<file path="config.mk">
export PLATFORM = sky130hd
export DESIGN_NAME = spawn_sequencer
export DESIGN_NICKNAME = d
export VERILOG_FILES = /design/src/rtl/spawn_sequencer.sv
export SDC_FILE = /design/constraint.sdc
export NUM_CORES = 1
export LEC_CHECK = 0
export CAP_MARGIN = 20
export CELL_PAD_IN_SITES_DETAIL_PLACEMENT = 1
export CELL_PAD_IN_SITES_GLOBAL_PLACEMENT = 1
export CORE_ASPECT_RATIO = 1.1
export CORE_UTILIZATION = 40
export CTS_CLUSTER_DIAMETER = 50
export DETAILED_ROUTE_END_ITERATION = 12
export DONT_BUFFER_PORTS = 1
export GPL_TIMING_DRIVEN = 0
export PLACE_DENSITY = 0.66
export SLEW_MARGIN = 20
export SYNTH_ARGS = -nofsm -noshare
export SYNTH_HDL_FRONTEND = slang
export SYNTH_SLANG_ARGS = --single-unit
export TNS_END_PERCENT = 5
</file>
<file path="constraint.sdc">
create_clock -name clk_i -period 3.4 [get_ports clk_i]
set_clock_uncertainty 0.1 [all_clocks]
set_input_delay 0.51 -clock clk_i [delete_from_list [all_inputs] [get_ports clk_i]]
set_output_delay 0.51 -clock clk_i [all_outputs]
set_load 0.01 [all_outputs]
</file>
<file path="src/rtl/spawn_sequencer.sv">
// Multi-level obstacle spawn sequencer: game-tick timing, per-level object
// release, collision restart and level/banner/done flags for the display mux.
module spawn_sequencer #(
  parameter int unsigned TICK_CYCLES = 50_000_000,
  parameter int unsigned N_OBJ       = 10,
  parameter int unsigned N_COL       = 2,
  parameter int unsigned N_LEVELS    = 2,
  parameter int unsigned START_DELAY = 1,
  parameter int unsigned SPAWN_GAP   = 2,
  parameter int unsigned INTER_DELAY = 3,
  parameter logic [7:0]  KEY_START   = 8'd40,
  localparam int unsigned LW = (N_LEVELS > 1) ? $clog2(N_LEVELS) : 1
) (
  input  logic             clk_i,
  input  logic             rst_i,
  input  logic             run_i,
  input  logic [7:0]       keycode_i,
  input  logic [N_COL-1:0] collision_i,
  input  logic [N_OBJ-1:0] obj_cleared_i,
  output logic [N_OBJ-1:0] obj_ready_o,
  output logic [LW-1:0]    level_o,
  output logic             title_o,
  output logic             banner_o,
  output logic             game_done_o,
  output logic [9:0]       seconds_o,
  output logic [7:0]       deaths_o
);

  localparam int unsigned CW = (TICK_CYCLES > 1) ? $clog2(TICK_CYCLES) : 1;
  localparam int unsigned IW = $clog2(N_OBJ + 1);
  localparam logic [CW-1:0] CNT_MAX = CW'(TICK_CYCLES - 1);
  localparam logic [N_OBJ-1:0] ONE = N_OBJ'(1);

  typedef enum logic [2:0] {
    S_IDLE,
    S_INTRO,
    S_SPAWN,
    S_HOLD,
    S_INTER,
    S_DONE
  } state_t;

  state_t           state_q, state_d;
  logic [CW-1:0]    cnt_q, cnt_d;
  logic [9:0]       sec_q, sec_d;
  logic [LW-1:0]    lvl_q, lvl_d;
  logic [7:0]       deaths_q, deaths_d;
  logic [N_OBJ-1:0] rdy_q, rdy_d;
  logic [IW-1:0]    idx_q, idx_d;
  logic             title_q, banner_q, done_q;

  logic             counting;
  logic             tick;
  logic             hit;
  logic             restart;
  logic             entry;
  logic [10:0]      sec_p1;
  logic [N_OBJ-1:0] left;
  int               gap;

  assign counting = (state_q != S_IDLE) && (state_q != S_DONE);
  assign tick     = counting && (cnt_q == CNT_MAX);
  assign hit      = |collision_i;
  assign restart  = hit && ((state_q == S_SPAWN) || (state_q == S_HOLD));
  assign sec_p1   = {1'b0, sec_q} + 11'd1;
  assign left     = rdy_q & ~obj_cleared_i;

  always_comb begin
    gap = int'(SPAWN_GAP) - int'(lvl_q);
    if (gap < 1) gap = 1;
  end

  always_comb begin
    state_d  = state_q;
    cnt_d    = cnt_q;
    sec_d    = sec_q;
    lvl_d    = lvl_q;
    deaths_d = deaths_q;
    rdy_d    = left;
    idx_d    = idx_q;
    entry    = 1'b0;

    if (counting) begin
      cnt_d = tick ? '0 : cnt_q + CW'(1);
      if (tick && (sec_q != 10'h3FF)) begin
        sec_d = sec_q + 10'd1;
      end
    end

    if (restart) begin
      state_d  = S_INTRO;
      rdy_d    = '0;
      idx_d    = '0;
      entry    = 1'b1;
      if (deaths_q != 8'hFF) begin
        deaths_d = deaths_q + 8'd1;
      end
    end else begin
      unique case (state_q)
        S_IDLE: begin
          if (run_i || (keycode_i == KEY_START)) begin
            state_d = S_INTRO;
            entry   = 1'b1;
          end
        end
        S_INTRO: begin
          if ((START_DELAY == 0) ||
              (tick && (sec_p1 == 11'(START_DELAY)))) begin
            state_d = (N_OBJ == 1) ? S_HOLD : S_SPAWN;
            rdy_d   = left | ONE;
            idx_d   = IW'(1);
            entry   = 1'b1;
          end
        end
        S_SPAWN: begin
          if (tick && (sec_p1 == 11'(gap))) begin
            rdy_d = left | (ONE << idx_q);
            idx_d = idx_q + IW'(1);
            sec_d = '0;
            if (idx_q + IW'(1) == IW'(N_OBJ)) begin
              state_d = S_HOLD;
              entry   = 1'b1;
            end
          end
        end
        S_HOLD: begin
          // Clears seen this cycle count toward completing the level.
          if (left == '0) begin
            entry = 1'b1;
            if (int'(lvl_q) < int'(N_LEVELS) - 1) begin
              state_d = S_INTER;
              lvl_d   = lvl_q + LW'(1);
            end else begin
              state_d = S_DONE;
            end
          end
        end
        S_INTER: begin
          if ((INTER_DELAY == 0) ||
              (tick && (sec_p1 == 11'(INTER_DELAY)))) begin
            state_d = S_INTRO;
            entry   = 1'b1;
          end
        end
        S_DONE: begin
          state_d = S_DONE;
        end
        default: begin
          state_d = S_IDLE;
        end
      endcase
    end

    if (entry) begin
      cnt_d = '0;
      sec_d = '0;
    end
  end

  always_ff @(posedge clk_i or posedge rst_i) begin
    if (rst_i) begin
      state_q  <= S_IDLE;
      cnt_q    <= '0;
      sec_q    <= '0;
      lvl_q    <= '0;
      deaths_q <= '0;
      rdy_q    <= '0;
      idx_q    <= '0;
      title_q  <= 1'b1;
      banner_q <= 1'b0;
      done_q   <= 1'b0;
    end else begin
      state_q  <= state_d;
      cnt_q    <= cnt_d;
      sec_q    <= sec_d;
      lvl_q    <= lvl_d;
      deaths_q <= deaths_d;
      rdy_q    <= rdy_d;
      idx_q    <= idx_d;
      title_q  <= (state_d == S_IDLE);
      banner_q <= (state_d == S_INTER);
      done_q   <= (state_d == S_DONE);
    end
  end

  assign obj_ready_o = rdy_q;
  assign level_o     = lvl_q;
  assign title_o     = title_q;
  assign banner_o    = banner_q;
  assign game_done_o = done_q;
  assign seconds_o   = sec_q;
  assign deaths_o    = deaths_q;

endmodule

</file>
==> Yosys cells after proc, flatten, opt, wreduce, memory -nomap -nowiden <==
Cells that the tools add are included.
{ "op_classes": {"n_addsub": 7, "magnitude_cmp": 2, "n_eq_ne": 18, "shift": 1, "muxes": 35, "bitwise": 4, "reduce_logical": 19} }
{ "op_table": {"columns": ["operator", "n"], "rows": [
  ["10-bit 2-to-1 mux", 8],
  ["26-bit 2-to-1 mux", 3],
  ["26-bit by 1-bit adder with 26-bit output, second input constant", 1],
  ["26-bit == test, second input constant", 1],
  ["3-bit 2-to-1 mux", 7],
  ["10-bit case mux with 2 select lines", 1],
  ["3-bit case mux with 6 select lines", 1],
  ["3-bit == test, second input constant", 4],
  ["4-bit 2-to-1 mux", 3],
  ["10-bit by 1-bit adder with 11-bit output, second input constant", 1],
  ["11-bit by 1-bit == test with 1-bit output, second input constant", 1],
  ["11-bit == test", 1],
  ["11-bit by 2-bit == test with 1-bit output, second input constant", 1],
  ["11-bit 2-to-1 mux", 1],
  ["10-bit by 1-bit adder with 10-bit output, second input constant", 1],
  ["10-bit bitwise AND", 1],
  ["10-bit zero test", 1],
  ["10-bit != test, second input constant", 1],
  ["10-bit NOT", 1],
  ["10-bit bitwise OR", 1],
  ["1-bit by 4-bit << shifter with 10-bit output, first input constant", 1],
  ["1-bit 2-to-1 mux", 9],
  ["8-bit by 1-bit adder with 8-bit output, second input constant", 1],
  ["8-bit by 6-bit == test with 1-bit output, second input constant", 1],
  ["23 further kinds", 34]
]} }
{ "totals": {"regBits": 65, "input_bits": 23, "output_inout_bits": 32, "word_cells": 96} }

==> Depth between registers and ports, before layout <==
{ "depth": {"word_depth": 10, "mapped_depth": 10, "ltp_nobuf": 8} }

==> Least setup slack after synthesis <==
OpenSTA, ideal clock, no wires.
{ "synth_path": {"path_kind": "register to register", "startpoint": "reg sec_q[1], in the netlist seconds_o[1]", "endpoint": "reg sec_q[0], in the netlist seconds_o[0]", "setup_ns": 0.123, "arrival_time_ns": 2.193, "required_time_ns": 3.177, "path_slack_ns": 0.984, "stages_incl_launch_ff": 8, "path_buffers": 0, "synth_period_minus_slack_ns": 2.416, "path_cell_list": "dfrtp_1 > ha_1 > or4_1 > o31ai_1 > and4bb_2 > and3_1 > o2111ai_1 > nor3b_1"} }
{ "synth_via": {"elab_chain_len": 8, "word_cells_on_any_way": 20, "classes_between": "add/sub (1); eq/ne (4); mux (11); reduce/logical (4)"} }
{ "synth_rtl": {"columns": ["item", "line_no", "source"], "rows": [
  ["from (decl)", "45", "logic [9:0] sec_q, sec_d;"],
  ["from (signal assigned)", "164", "sec_q <= '0;"],
  ["from (signal assigned)", "175", "sec_q <= sec_d;"],
  ["parallel branches: the longest is 7 deep, another holds 10-bit by 1-bit adder with 11-bit output", null, null],
  ["10-bit 2-to-1 mux *", "154", "if (entry) begin"],
  ["via sec_d[0]", "45", null]
]} }
Mark *: on every way through the listed nets, which the timed path passes.
A chain may end at the register's enable or synchronous reset.

==> Worst setup path in the final report <==
Ends and elaborated chain as after synthesis.

==> impl_results.md <==
* Status: finished, final reports clean
* DRT Pass-1 Iters at 4
* Design area at 4111 um^2
* # Post-CTS Setup Buffers at 0
* Register bit total from synthesis at 65
* PortBufs at 0
* H-tree levels at 3
* Final Wtd Congestion at 0.7804
* Avg Synthesized Cell Area at 9.450 um^2
* Die Footprint at 9795 um^2
* YS warnings at 0
* RSZ-0062 raised after global routing: false
* Iter 0 DRT Violations at 92
* P_leak at 1.761 nW
* Nature of the critical path startpoint: flip-flop
* IO Pins at 55
* Clk buf depth at 2
* List of cells traversed by the critical path: ha_1 -> or4_1 -> o31ai_1 -> and4bb_2 -> and3_1 -> o2111ai_1 -> nor3b_1
* Via count at 3,066
* Global-route wire length before repair at 15.78 mm
* PwrDens at 438.9 nW/um^2
* Required @ worst endpoint at 3.53 ns
* Syn nets at 433
* Fmax achieved at 0.3412 GHz
* Root Buffer: clkbuf_8
* Num rows at 36
* Actual slew at the worst max-slew pin at 0.7961 ns
* Setup TNS at 0 ns
* Routed WL at 9.342 mm
* Largest net degree at the start of global routing at 35
* Max cap viols at 0
* Initial antenna violation count at 0
* CP Max Fanout at 9
* Post-synthesis cell count at 398
* Total grt overflow at 0
* Cell family with most CP delay: simple AND/OR/NAND/NOR gates
* P&R area growth vs syn at 9.315%
* Seq/Total Area, Yosys at 43.28%
* Die Wd at 94.46 um
* Critical path class: flip-flop to flip-flop
* Final ANT Viol Nets at 0
* Tot GR Track Use at 20.78%
* CTS sink cnt at 65
* Fin crit period at 2.930 ns
* Clock Latency Late Sink at 0.36 ns
* Worst-path clk slew at 0.07 ns
* Slowest-stage cell, CP: or4_1
* Critical Path AT at 3.06 ns
* TritonCTS clock tree: done
* Layout Nets at 446
* Worst setup EP type: flip-flop
* WP buf/inv at 0
* Final setup fails at 0
* Share of cells above drive strength 1 at 10.10%
* Initial core utilization at 41.75%
* Post-route DRC violation count at 0
* Max-slew violation count at 0
* Final period util at 86.19%
* Synth Cell Area at 3761 um^2
* Post-place instance area at 3926 um^2
* ANT cells at 0
* Maximum VDD drop at 0.1883 mV
* Hold Path Class: input port to flip-flop
* CORE AREA at 9009 um^2
* Final Hold Viols at 0
* Cts bufs inserted at 9
* Async S/R FF share, synth at 100.0%
* Vias/cell at 5.785
* Number of synthesized flops with an enable pin at 0
* Slew margin rel. at 46.36%
* Post-DP HPWL at 6.896 mm
* Slowest stage delay, CP at 0.55 ns
* Routed wire per std cell at 17.63 um
* Die Y at 103.7 um
* Yosys cell types at 61
* Post-synth top flop: dfrtp_1
* Vias in the first global route at 3,189
## worst register-to-register path, stage by stage (launching register included)
cell and delay, ns:
dfrtp_1 0.51, ha_1 0.33, or4_1 0.55, o31ai_1 0.19
and4bb_2 0.34, and3_1 0.19, o2111ai_1 0.33, nor3b_1 0.27
## synth_stat cells (2+ instances only)
library cell	instances	share of area (%)
dfrtp_1	64	43
nor2_1	45	4.5
nand2_1	34	3.4
nand3_1	28	3.7
xor2_1	23	5.4
nand4_1	18	3.0
a21oi_1	17	2.3
ha_1	12	4.0
nand2b_1	12	2.0
xnor2_1	11	2.6
and3_1	9	1.5
nor3_1	9	1.2
o22ai_1	9	1.5
inv_1	8	0.80
buf_2	6	0.80
o21ai_0	6	0.80
nor3b_1	5	1.0
or3_1	5	0.83
or4_1	5	1.0
and4_1	4	0.93
clkbuf_1	4	0.40
nor2b_1	4	0.67
nor4_1	4	0.67
o21ai_1	4	0.53
o31ai_1	4	0.80
nor4b_1	3	0.70
a21boi_0	2	0.40
a31o_2	2	0.47
a31oi_1	2	0.33
and2_1	2	0.33
and3b_1	2	0.47
and4bb_2	2	0.67
clkbuf_2	2	0.27
nor3_2	2	0.53
nor4_4	2	1.1
or2_2	2	0.33
## cells by family after synthesis
kind of cell | share of synthesized area [%]
muxes | 0.5655
DFF | 43.28
and+or+nand+nor | 30.37
xor gates and xnor gates | 8.350
AOI/OAI and AO/OA | 11.18
buffers and inverters | 2.262
adders and majority gates | 3.992
## state kept, by name, indices dropped and copies added (netlist names)
| register | count |
|---|---|
| cnt_q | 26 |
| obj_ready_o | 10 |
| seconds_o | 10 |
| deaths_o | 8 |
| idx_q | 4 |
| state_q | 3 |
| banner_o | 1 |
| game_done_o | 1 |
| level_o | 1 |
| title_o | 1 |
## path summary, 6_finish.rpt
| kind | from | endpoint | slack, ns | depth (start not counted) |
|---|---|---|---|---|
| worst max-delay path | seconds_o[1] | seconds_o[0] | 0.47 | 7 |
| worst min-delay path | obj_cleared_i[2] | obj_ready_o[2] | 0.26 | 2 |
| worst max register to register | seconds_o[1] | seconds_o[0] | 0.47 | 7 |
| worst min register to register | cnt_q[6] | cnt_q[6] | 0.44 | 2 |
| max in group asynchronous | rst_i | title_o | 2.05 | 3 |
| min in group asynchronous | rst_i | seconds_o[7] | 0.55 | 2 |
## stage by stage
stage	power, W	utilization (%)	setup WS [ns]	cells	hold slack (ns)
after detailed placement	0.001216	43.58	0.5003	513	0.3175
after CTS	0.001834	45.58	0.4551	530	0.2535
after global routing	0.001909	45.64	0.2515	530	0.2778
after floorplan	0.001123	-	0.9842	398	0.3970
final	0.001804	45.64	0.4695	530	0.2624
after global placement	0.001205	43.33	0.3342	512	0.4229
## where the power goes
group	switching (W)	internal, W
logic	0.000212	0.000117
clock network	0.000298	0.000307
registers	0.0000508	0.000820
total	0.000561	0.00124
## timing repair
action	4_1_cts	5_1_grt
endpoints found under the hold margin	31	0
hold buffers	1	0
endpoints found under the setup margin	0	0
resized for setup	0	0
## placed cells by master (no fill, tap or decap), drive strengths merged, types with 7 or more instances in the layout
master / n
xor2: 24
buf: 7
o22ai: 9
nor3: 11
nand3: 28
nor2: 45
xnor2: 11
o21ai: 10
a21oi: 17
nand2b: 12
ha: 12
and3: 9
inv: 8
dfrtp: 64
nand4: 18
nand2: 34
clkbuf: 22
## per-layer routing
layer	routed length [um]	share of wire, %	GRT usage (%)
met5	0	0	0
met4	223	2.4	9.957
met3	280	3.0	3.304
met2	4797	51	35.82
met1	4040	43	24.72
## area by class of cell
class	instances	area, um^2
flip-flops and latches	65	1628
clock buffers	16	170.2
inverters	8	32.53
well taps	114	142.6
multi-input cells	313	2053
plain buffers	12	55.05
repair buffers	2	30.03
fillers	1059	4897
Power figures use the tool's default switching activity.
